<file path="src/rtl/alu_issue_ctrl.sv">
// Issue controller for the 16-bit combinational ALU: registers operands, waits the
// settle time, captures result/flags, owns the flag register and evaluates branch conditions.
module alu_issue_ctrl #(
  parameter int unsigned     DATA_W      = 16,
  parameter int unsigned     OP_W        = 4,
  parameter logic [OP_W-1:0] NOP_OP      = OP_W'(4'b1111),
  parameter int unsigned     EXEC_CYCLES = 1
) (
  input  logic              CLK,
  input  logic              RST_N,
  input  logic              REQ_VALID,
  output logic              REQ_READY,
  input  logic [OP_W-1:0]   REQ_OP,
  input  logic [DATA_W-1:0] REQ_A,
  input  logic [DATA_W-1:0] REQ_B,
  input  logic              REQ_FLAG_WE,
  output logic [DATA_W-1:0] ALU_A,
  output logic [DATA_W-1:0] ALU_B,
  output logic [OP_W-1:0]   ALU_S,
  input  logic [DATA_W-1:0] ALU_RES,
  input  logic [3:0]        ALU_FLAG,
  output logic              RSP_VALID,
  input  logic              RSP_READY,
  output logic [DATA_W-1:0] RSP_DATA,
  output logic [3:0]        RSP_FLAG,
  output logic [3:0]        FLAG_REG,
  input  logic [3:0]        COND,
  output logic              COND_TRUE
);

  localparam int unsigned      CNT_W    = 4;
  localparam logic [CNT_W-1:0] CNT_LOAD = CNT_W'(EXEC_CYCLES - 1);

  typedef enum logic [1:0] {IDLE, EXEC, RESP} state_t;

  state_t           state;
  logic [CNT_W-1:0] cnt;
  logic             flag_we;

  // Controller FSM; ALU_S itself carries the in-flight op until capture.
  always_ff @(posedge CLK) begin
    if (!RST_N) begin
      state     <= IDLE;
      REQ_READY <= 1'b1;
      RSP_VALID <= 1'b0;
      RSP_DATA  <= '0;
      RSP_FLAG  <= '0;
      FLAG_REG  <= '0;
      ALU_A     <= '0;
      ALU_B     <= '0;
      ALU_S     <= NOP_OP;
      cnt       <= '0;
      flag_we   <= 1'b0;
    end else begin
      case (state)
        IDLE: begin
          if (REQ_VALID && REQ_READY) begin
            ALU_A     <= REQ_A;
            ALU_B     <= REQ_B;
            ALU_S     <= REQ_OP;
            flag_we   <= REQ_FLAG_WE;
            cnt       <= CNT_LOAD;
            REQ_READY <= 1'b0;
            state     <= EXEC;
          end
        end
        EXEC: begin
          if (cnt == '0) begin
            RSP_DATA  <= ALU_RES;
            RSP_FLAG  <= ALU_FLAG;
            if (flag_we && (ALU_S != NOP_OP)) begin
              FLAG_REG <= ALU_FLAG;
            end
            RSP_VALID <= 1'b1;
            ALU_S     <= NOP_OP;
            state     <= RESP;
          end else begin
            cnt <= cnt - CNT_W'(1);
          end
        end
        RESP: begin
          if (RSP_VALID && RSP_READY) begin
            RSP_VALID <= 1'b0;
            REQ_READY <= 1'b1;
            state     <= IDLE;
          end
        end
        default: begin
          state     <= IDLE;
          REQ_READY <= 1'b1;
          RSP_VALID <= 1'b0;
          ALU_S     <= NOP_OP;
        end
      endcase
    end
  end

  logic s_f, z_f, c_f, v_f;
  assign {s_f, z_f, c_f, v_f} = FLAG_REG;

  // Branch condition evaluation against the architectural flags.
  always_comb begin
    COND_TRUE = 1'b0;
    case (COND)
      4'd0:  COND_TRUE = 1'b1;
      4'd1:  COND_TRUE = z_f;
      4'd2:  COND_TRUE = !z_f;
      4'd3:  COND_TRUE = c_f;
      4'd4:  COND_TRUE = !c_f;
      4'd5:  COND_TRUE = s_f;
      4'd6:  COND_TRUE = !s_f;
      4'd7:  COND_TRUE = v_f;
      4'd8:  COND_TRUE = !v_f;
      4'd9:  COND_TRUE = (s_f == v_f);
      4'd10: COND_TRUE = (s_f != v_f);
      4'd11: COND_TRUE = !z_f && (s_f == v_f);
      4'd12: COND_TRUE = z_f || (s_f != v_f);
      4'd13: COND_TRUE = c_f && !z_f;
      4'd14: COND_TRUE = !c_f || z_f;
      default: COND_TRUE = 1'b0;
    endcase
  end

endmodule
</file>
<file path="config.mk">
export PLATFORM = sky130hd
export DESIGN_NAME = alu_issue_ctrl
export DESIGN_NICKNAME = d
export VERILOG_FILES = /design/src/rtl/alu_issue_ctrl.sv
export SDC_FILE = /design/constraint.sdc
export NUM_CORES = 1
export LEC_CHECK = 0
export BUFFER_PORTS_ARGS = -buffer_cell sky130_fd_sc_hd__buf_4
export CELL_PAD_IN_SITES_DETAIL_PLACEMENT = 1
export CELL_PAD_IN_SITES_GLOBAL_PLACEMENT = 1
export CORE_MARGIN = 5
export CORE_UTILIZATION = 30
export CTS_CLUSTER_DIAMETER = 60
export DETAILED_ROUTE_END_ITERATION = 7
export PLACE_DENSITY = 0.81
export SYNTH_ARGS = -nofsm -noshare
export SYNTH_HDL_FRONTEND = slang
export SYNTH_SLANG_ARGS = --single-unit
</file>
<file path="constraint.sdc">
create_clock -name CLK -period 1.4 [get_ports CLK]
set_clock_uncertainty 0.1 [all_clocks]
set_input_delay 0.28 -clock CLK [delete_from_list [all_inputs] [get_ports CLK]]
set_output_delay 0.28 -clock CLK [all_outputs]
set_load 0.03 [all_outputs]
</file>
# ---- Word-level counts from Yosys, hierarchy flattened
# Index checks and enable logic that the tools add are counted.
dict set report word_totals {
  ff_bits 69
  inputBits 65
  output_inout_bits 63
  word_cells 78
}
dict set report op_classes {
  n_addsub 1
  n_eq_ne 23
  mux 17
  bitwise 3
  n_reduce_logical 23
}
# operator n
set op_table {}
lappend op_table {{4-bit equality test, second input constant} 7}
lappend op_table {{3-bit AND reduction} 6}
lappend op_table {{4-bit by 3-bit equality test with 1-bit output, second input constant} 4}
lappend op_table {{4-bit 2-to-1 mux} 4}
lappend op_table {{1-bit case mux with 15 select lines} 1}
lappend op_table {{4-bit case mux with 3 select lines} 1}
lappend op_table {{4-bit by 2-bit equality test with 1-bit output, second input constant} 2}
lappend op_table {{4-bit logical NOT} 2}
lappend op_table {{2-bit inequality test, second input constant} 4}
lappend op_table {{4-bit case mux with 2 select lines} 1}
lappend op_table {{2-bit 2-to-1 mux} 3}
lappend op_table {{1-bit case mux with 3 select lines} 2}
lappend op_table {{2-bit case mux with 3 select lines} 1}
lappend op_table {{1-bit logical AND} 5}
lappend op_table {{4-bit by 1-bit equality test with 1-bit output, second input constant} 1}
lappend op_table {{1-bit logical NOT} 4}
lappend op_table {{1-bit 2-to-1 mux} 4}
lappend op_table {{4-bit inequality test, second input constant} 1}
lappend op_table {{2-bit AND reduction} 2}
lappend op_table {{4-bit by 1-bit subtractor with 4-bit output, second input constant} 1}
lappend op_table {{1-bit inverter} 3}
lappend op_table {{2-bit by 1-bit equality test with 1-bit output, second input constant} 1}
lappend op_table {{2-bit equality test, second input constant} 1}
lappend op_table {{2-bit logical NOT} 1}
lappend op_table {{other kinds (4)} 5}

# ---- Logic depth before layout (Yosys ltp)
# Gate-level depths: netlist of the first run.
dict set report depth {
  ltp_word 3
  ltp_mapped 7
  depth_no_buf 6
}

# ---- Least setup slack after synthesis of the first run
# No wires, ideal clock.
dict set report synth_timing {
  path_kind {reg-to-output}
  from {register FLAG_REG[2]}
  to {output port COND_TRUE}
  t_arrival_ps 1544
  t_required_ps 1020
  slack_ps -524
  path_stages_with_launch 5
  n_path_buf 0
  cell_sequence {dfxtp_1 > mux2_2 > a21oi_1 > o21ai_0 > o32a_1}
}
dict set report synth_between {
  elab_chain_cells 3
}
# item line_no
set synth_lines {}
lappend synth_lines {{start, declared} 26} ;# output logic [3:0] FLAG_REG,
lappend synth_lines {{start signal, assigned} 48} ;# FLAG_REG <= '0;
lappend synth_lines {{start signal, assigned} 72} ;# FLAG_REG <= ALU_FLAG;
lappend synth_lines {{1-bit logical NOT} {107, 116, 118}}
lappend synth_lines {{1-bit logical AND (on tied branches)} {118, 116}}
lappend synth_lines {{1-bit case mux with 15 select lines (*)} 104} ;# case (COND)
lappend synth_lines {{end, declared} 28} ;# output logic COND_TRUE
# Mark *: on every way between the ends. The rest lies on a longest branch, timed or not.

# ---- Worst setup path after layout of the first run
dict set report layout_timing {
  from {register FLAG_REG[3]}
  to {output port COND_TRUE}
}
dict set report layout_between {
  elab_chain_cells 3
}
# item line_no
set layout_lines {}
lappend layout_lines {{1-bit inequality test or 1-bit equality test (tied branches)} -}
lappend layout_lines {{1-bit logical OR or 1-bit logical AND (tied branches)} {117, 116}}
lappend layout_lines {{1-bit case mux with 15 select lines (*)} 104}
# Marked as above.

==> results of run 1 <==
-- worst max-delay path, stage by stage (launching register included) --
cell	delay, ps
dfxtp_4	390
mux2_4	320
o211ai_2	70
o21ai_1	100
o32a_2	340
buf_6	140
-- through the flow --
step	util (%)	TNS (ps)	power, µW	hold WS (ps)	setup slack [ps]
after floorplan	-	-442	2970	253	-344
after detailed placement	43.3	-6410	3480	350	-401
after global placement	43.3	-3880	3440	343	-363
after global routing	52.1	-7870	5880	78.1	-722
after CTS	50.2	-4650	5620	63.4	-721
final	52.1	-5540	5640	81.9	-668
-- power by group --
group | internal (µW) | leakage, µW | total [µW] | switching [µW]
combinational | 684 | 0.00150 | 1530 | 845
clock | 1110 | 0.000119 | 1900 | 788
sequential | 2100 | 0.000568 | 2200 | 106
total | 3900 | 0.00219 | 5640 | 1740
-- Yosys cell counts (all sizes together) (3+ instances only) --
cell type,instances
a21oi,56
a211oi,3
clkbuf,7
mux2i,6
nor2,11
mux2,3
xor2,3
inv,10
a31oi,4
o21ai,4
buf,16
nand2,112
nor4,4
nand2b,7
dfxtp,69
nor3,3
-- cells by family (layout without fill, tap and decap cells) --
family,after synthesis,after routing,synth area share (%)
and+or+nand+nor,148,151,23.6
adders and majority gates,2,2,0.856
DFF,69,69,47.3
xor gates and xnor gates,3,3,0.899
buffers and inverters,34,197,8.05
muxes,9,9,3.34
AOI/OAI and AO/OA,76,76,16.0
-- layout make-up --
| cell class | instances | area, µm² |
|---|---|---|
| Multi-Input combinational cell | 241 | 1690 |
| Clock buffer | 11 | 153 |
| Timing Repair Buffer | 170 | 1500 |
| Sequential cell | 69 | 1400 |
| Clock inverter | 5 | 80.1 |
| Fill cell | 1137 | 4620 |
| Inverter | 11 | 41.3 |
| Tap cell | 133 | 166 |
-- path summary, 6_finish.rpt --
kind	start	to	slack (ps)	cells after the start
max	FLAG_REG[3]$_SDFFE_PN0P_	COND_TRUE	-670	5
min	REQ_A[7]	ALU_A[7]$_SDFFE_PN0P_	80	3
max reg2reg	cnt[0]$_SDFFE_PN0P_	ALU_S[0]$_SDFFE_PN1P_	-220	8
min reg2reg	ALU_B[1]$_SDFFE_PN0P_	ALU_B[1]$_SDFFE_PN0P_	360	2
-- layer usage --
layer | vias to the layer above | routed length (µm) | part of all wire [%] | track usage [%]
met3 | 13 | 784 | 7.3 | 5.80
met1 | 1468 | 4170 | 39 | 18.4
met5 | - | 0 | 0 | 0
met4 | 0 | 125 | 1.2 | 5.05
met2 | 92 | 5630 | 53 | 31.6
li1 | 1456 | - | - | -
-- registers in the layout (all words and copies together), names as in the netlist --
name / count
FLAG_REG: 4
REQ_READY: 1
state: 2
RSP_FLAG: 4
RSP_VALID: 1
ALU_A: 16
ALU_B: 16
RSP_DATA: 16
cnt: 4
ALU_S: 4
flag_we: 1
-- timing repair --
item	CTS	global route
gates resized for setup	71	45
gates cloned	6	2
setup endpoints to repair	67	71
pin swaps	40	38
hold buffers	0	0
setup buffers	9	5
==> flow_summary.yaml, run 1 <==
sta:
  setup_viol: 35
  rsz0062_at_grt: "true"
  setup_ws_ps: -668
  period_share_pct: 148
  clock.fmax_ghz: 0.484
  hold_viol: 0
  worst_slew_pin_slew_ps: 370
  slew_violations: 0
  timing.slew.headroom_pct: 75.1
  layout_min_cycle_time_ps: 2070
global_routing:
  antenna_found_initial: 0
  grt_max_degree: 30
  grt_pass1_wl_mm: 16.0
  grt_usage_pct: 17.1
  grt_pass1_vias: 3306
  grt-ovfl-total: 0
power:
  power_density_nw_per_um2: 1120
  peakVddDrop_uv: 617
  leakagePower_uw: 0.00219
synth:
  synthTopCellsByArea: "dfxtp_1 (47%), nand2_1 (13%), a21oi_1 (7.9%), buf_6 (3.1%), a21oi_2 (3.0%)"
  synth_edf_count: 0
  yosysSeqAreaShare_pct: 47.3
  ys_ff_latch: 69
  ys_warn_count: 0
  syn_inst: 341
  synth_cell_types: 43
  syn-num-nets: 408
  syn_avg_cell_area_um2: 8.57
  yosys.area.top_type: "dfxtp_1"
  yosysTopAreaCellShare_pct: 47.3
  netlist_area_um2: 2920
  async_flop_share_pct: 0
  synth_flop_cell: "dfxtp_1"
critical_path:
  endpoint_kind: "output port"
  worst_ep_required_time_ps: 1020
  path_max_fanout: 6
  critPathArrivalTime_ps: 1690
  cp-start-kind: "flop"
  critPathKind: "flop to output port"
clocking:
  h-tree-depth: 3
  clock-sinks: 69
  clk_latency_ps: 340
  root_buffer: "clkbuf_8"
  cts_tree: "done"
  clock_path_buffers: 2
  cts_buffers: 9
  path_clk_slew_ps: 80
floorplan:
  dieArea_um2: 11800
  fp.dieW_um: 109
  ios: 128
  die_y_um: 109
  initial_core_util_pct: 30.3
  row_count: 36
  core_region_area_um2: 9640
route:
  first_iter_violations: 77
  wl_mm: 10.7
  post_drt_via_cell_ratio: 4.73
  ant_nets: 0
  dr.pass1.iters: 4
  num_vias: 3029
  drc: 0
  wl_per_cell_um: 16.7
placed_design:
  gp_congestion: 0.860
  dp.cells: 607
  place.detailed.hpwl_mm: 6.93
  placed_area_um2: 4170
  portBuffers: 127
hold_path:
  hold_class: "input pin to flop"
final_layout:
  fin_cells: 640
  area_growth_pct: 71.9
  drive_above_1_share_pct: 59.4
  final_common_cell: "buf_4"
  fin_area_um2: 5020
  final_cell_mix: "buf_4 (146), nand2_1 (64), dfxtp_1 (60)"
  final_nets: 569
  diodes: 0
status:
  outcome: "finished with violations"
  violations: "setup timing"
flow_run:
  maxCapViolations: 0
Power figures use the tool's default switching activity.
==> run 2: changes to the inputs <==
--- a/config.mk
+++ b/config.mk
@@ -10,6 +10,7 @@
 export CELL_PAD_IN_SITES_GLOBAL_PLACEMENT = 1
 export CORE_MARGIN = 5
 export CORE_UTILIZATION = 30
+export CTS_BUF_LIST = sky130_fd_sc_hd__clkbuf_4 sky130_fd_sc_hd__clkbuf_8 sky130_fd_sc_hd__clkbuf_16
 export CTS_CLUSTER_DIAMETER = 60
 export DETAILED_ROUTE_END_ITERATION = 7
 export PLACE_DENSITY = 0.81
==> flow_summary.yaml, run 2 (synthesized netlist as in run 1, its figures left out) <==
status:
  outcome: "finished with violations"
  violations: "setup timing"
sta:
  layout_min_cycle_time_ps: 2070
  slew_violations: 0
  clock.fmax_ghz: 0.484
  timing.slew.headroom_pct: 77.2
  hold_viol: 0
  worst_slew_pin_slew_ps: 342
  period_share_pct: 148
  setup_viol: 35
  setup_ws_ps: -667
  rsz0062_at_grt: "true"
floorplan:
  row_count: 36
  fp.dieW_um: 109
  core_region_area_um2: 9640
  dieArea_um2: 11800
  die_y_um: 109
  initial_core_util_pct: 30.3
  ios: 128
critical_path:
  critPathArrivalTime_ps: 1690
  cp-start-kind: "flop"
  critical-path-slowest-cell: "dfxtp_4"
  reg2reg_setup_slack_ps: -200
  r2r_start: "cnt[1]$_SDFFE_PN0P_"
  worst_ep_required_time_ps: 1020
  cp_num_buf_inv: 1
  rr_endpoint: "ALU_S[3]$_SDFFE_PN1P_"
  endpoint_kind: "output port"
  critPathMaxStageDelay_ps: 390
  ff2ff_path_depth: 8
  path_cells: "mux2_4, o211ai_2, o21ai_1, o32a_2, buf_6"
  path_max_fanout: 6
  crit_path_start: "FLAG_REG[3]$_SDFFE_PN0P_"
  critPathKind: "flop to output port"
  critical-path-top-delay-family: "compound AO/OA/AOI/OAI gates"
global_routing:
  gr-usage-met2_pct: 31.5
  grt_max_degree: 30
  grt_use_met1_pct: 17.9
  grt-ovfl-total: 0
  busiest_layer: "met2"
  grt_usage_pct: 17.0
  grt_pass1_vias: 3302
  met3_usage_pct: 5.98
  grt_pass1_wl_mm: 15.9
  antenna_found_initial: 0
route:
  drc: 0
  post_drt_via_cell_ratio: 4.74
  dr.pass1.iters: 4
  num_vias: 3024
  wl_mm: 10.7
  ant_nets: 0
  first_iter_violations: 105
  wl_per_cell_um: 16.7
final_layout:
  area_growth_pct: 72.7
  drive_above_1_share_pct: 60.4
  fin_cells: 638
  diodes: 0
  reg_top3: "ALU_A (16), ALU_B (16), RSP_DATA (16)"
  final_nets: 567
  final_common_cell: "buf_4"
  final_cell_mix: "buf_4 (145), nand2_1 (61), dfxtp_1 (60)"
power:
  switchingPower_uw: 1740
  p_seq_share_pct: 38.9
  p_int_uw: 3930
  power_density_nw_per_um2: 1120
  leakagePower_uw: 0.00219
  clock_power_share_pct: 33.9
  peakVddDrop_uv: 535
  p_sw_share_pct: 30.7
  combinationalPowerShare_pct: 27.2
clocking:
  cts_tree: "done"
  root_buffer: "clkbuf_8"
  clock_path_buffers: 2
  clock-sinks: 69
  path_clk_slew_ps: 80
  clk_latency_ps: 330
  cts_buffers: 9
  postCtsHoldBufs: 0
  h-tree-depth: 3
hold_path:
  min_from: "ALU_RES[14]"
  hold_path_end: "RSP_DATA[14]$_SDFFE_PN0P_"
  hold_class: "input pin to flop"
  worstHoldPathCells: 3
placed_design:
  place.detailed.hpwl_mm: 6.93
  dp.cells: 607
  pre_cts_ws_ps: -401
  gp_congestion: 0.860
  portBuffers: 127
flow_run:
  maxCapViolations: 0
[run 2: how the worst max path moves through the flow]
stage,endpoint,slack [ps],cells after the start
after global placement,COND_TRUE,-360,6
final,COND_TRUE,-670,5
after floorplan,COND_TRUE,-340,5
after global routing,COND_TRUE,-730,5
after detailed placement,COND_TRUE,-400,5
after CTS,COND_TRUE,-720,5
[run 2: timing repair]
action                     in CTS  in global routing
cloned                          6                  2
buffers inserted                6                  3
setup endpoints to repair      67                 71
gates resized for setup        85                 36
pin swaps                      54                 29
[run 2: power by group through the flow]
stage / registers, µW / logic (µW) / clock network (µW)
5_1_grt: 2220 / 1650 / 2050
3_3_place_gp: 2220 / 1210 / 0
4_1_cts: 2200 / 1440 / 1980
2_1_floorplan: 2470 / 502 / 0
3_5_place_dp: 2230 / 1250 / 0
6_report: 2210 / 1540 / 1920
[run 2: final cells by class]
| class | count | area, µm² |
|---|---|---|
| timing repair buffer | 168 | 1500 |
| fill | 1141 | 4590 |
| tap | 133 | 166 |
| sequential | 69 | 1400 |
| clock inverter | 5 | 80.1 |
| inverter | 11 | 41.3 |
| multi-input combinational | 241 | 1700 |
| clock buffer | 11 | 156 |
[run 2: metrics by stage]
| stage | TNS, ps | cell area [µm²] | util [%] | hold WS, ps | power [µW] |
|---|---|---|---|---|---|
| 3_3_place_gp | -3880 | 4170 | 43.3 | 343 | 3440 |
| 4_1_cts | -4660 | 4850 | 50.3 | 64.5 | 5620 |
| 3_5_place_dp | -6410 | 4170 | 43.3 | 350 | 3480 |
| 6_report | -5270 | 5050 | 52.4 | 79.2 | 5670 |
| 2_1_floorplan | -442 | 2960 | - | 253 | 2970 |
| 5_1_grt | -7050 | 5050 | 52.4 | 73.1 | 5930 |
[run 2: worst min-delay path, cell delays in order]
cell and delay, ps:
buf_4 110, nand2_2 50, a21oi_2 40
[run 2: metal layers]
metal,up-vias,part of all wire (%)
met3,11,7.5
li1,1455,-
met5,-,0
met4,0,1.0
met1,1466,39
met2,92,52
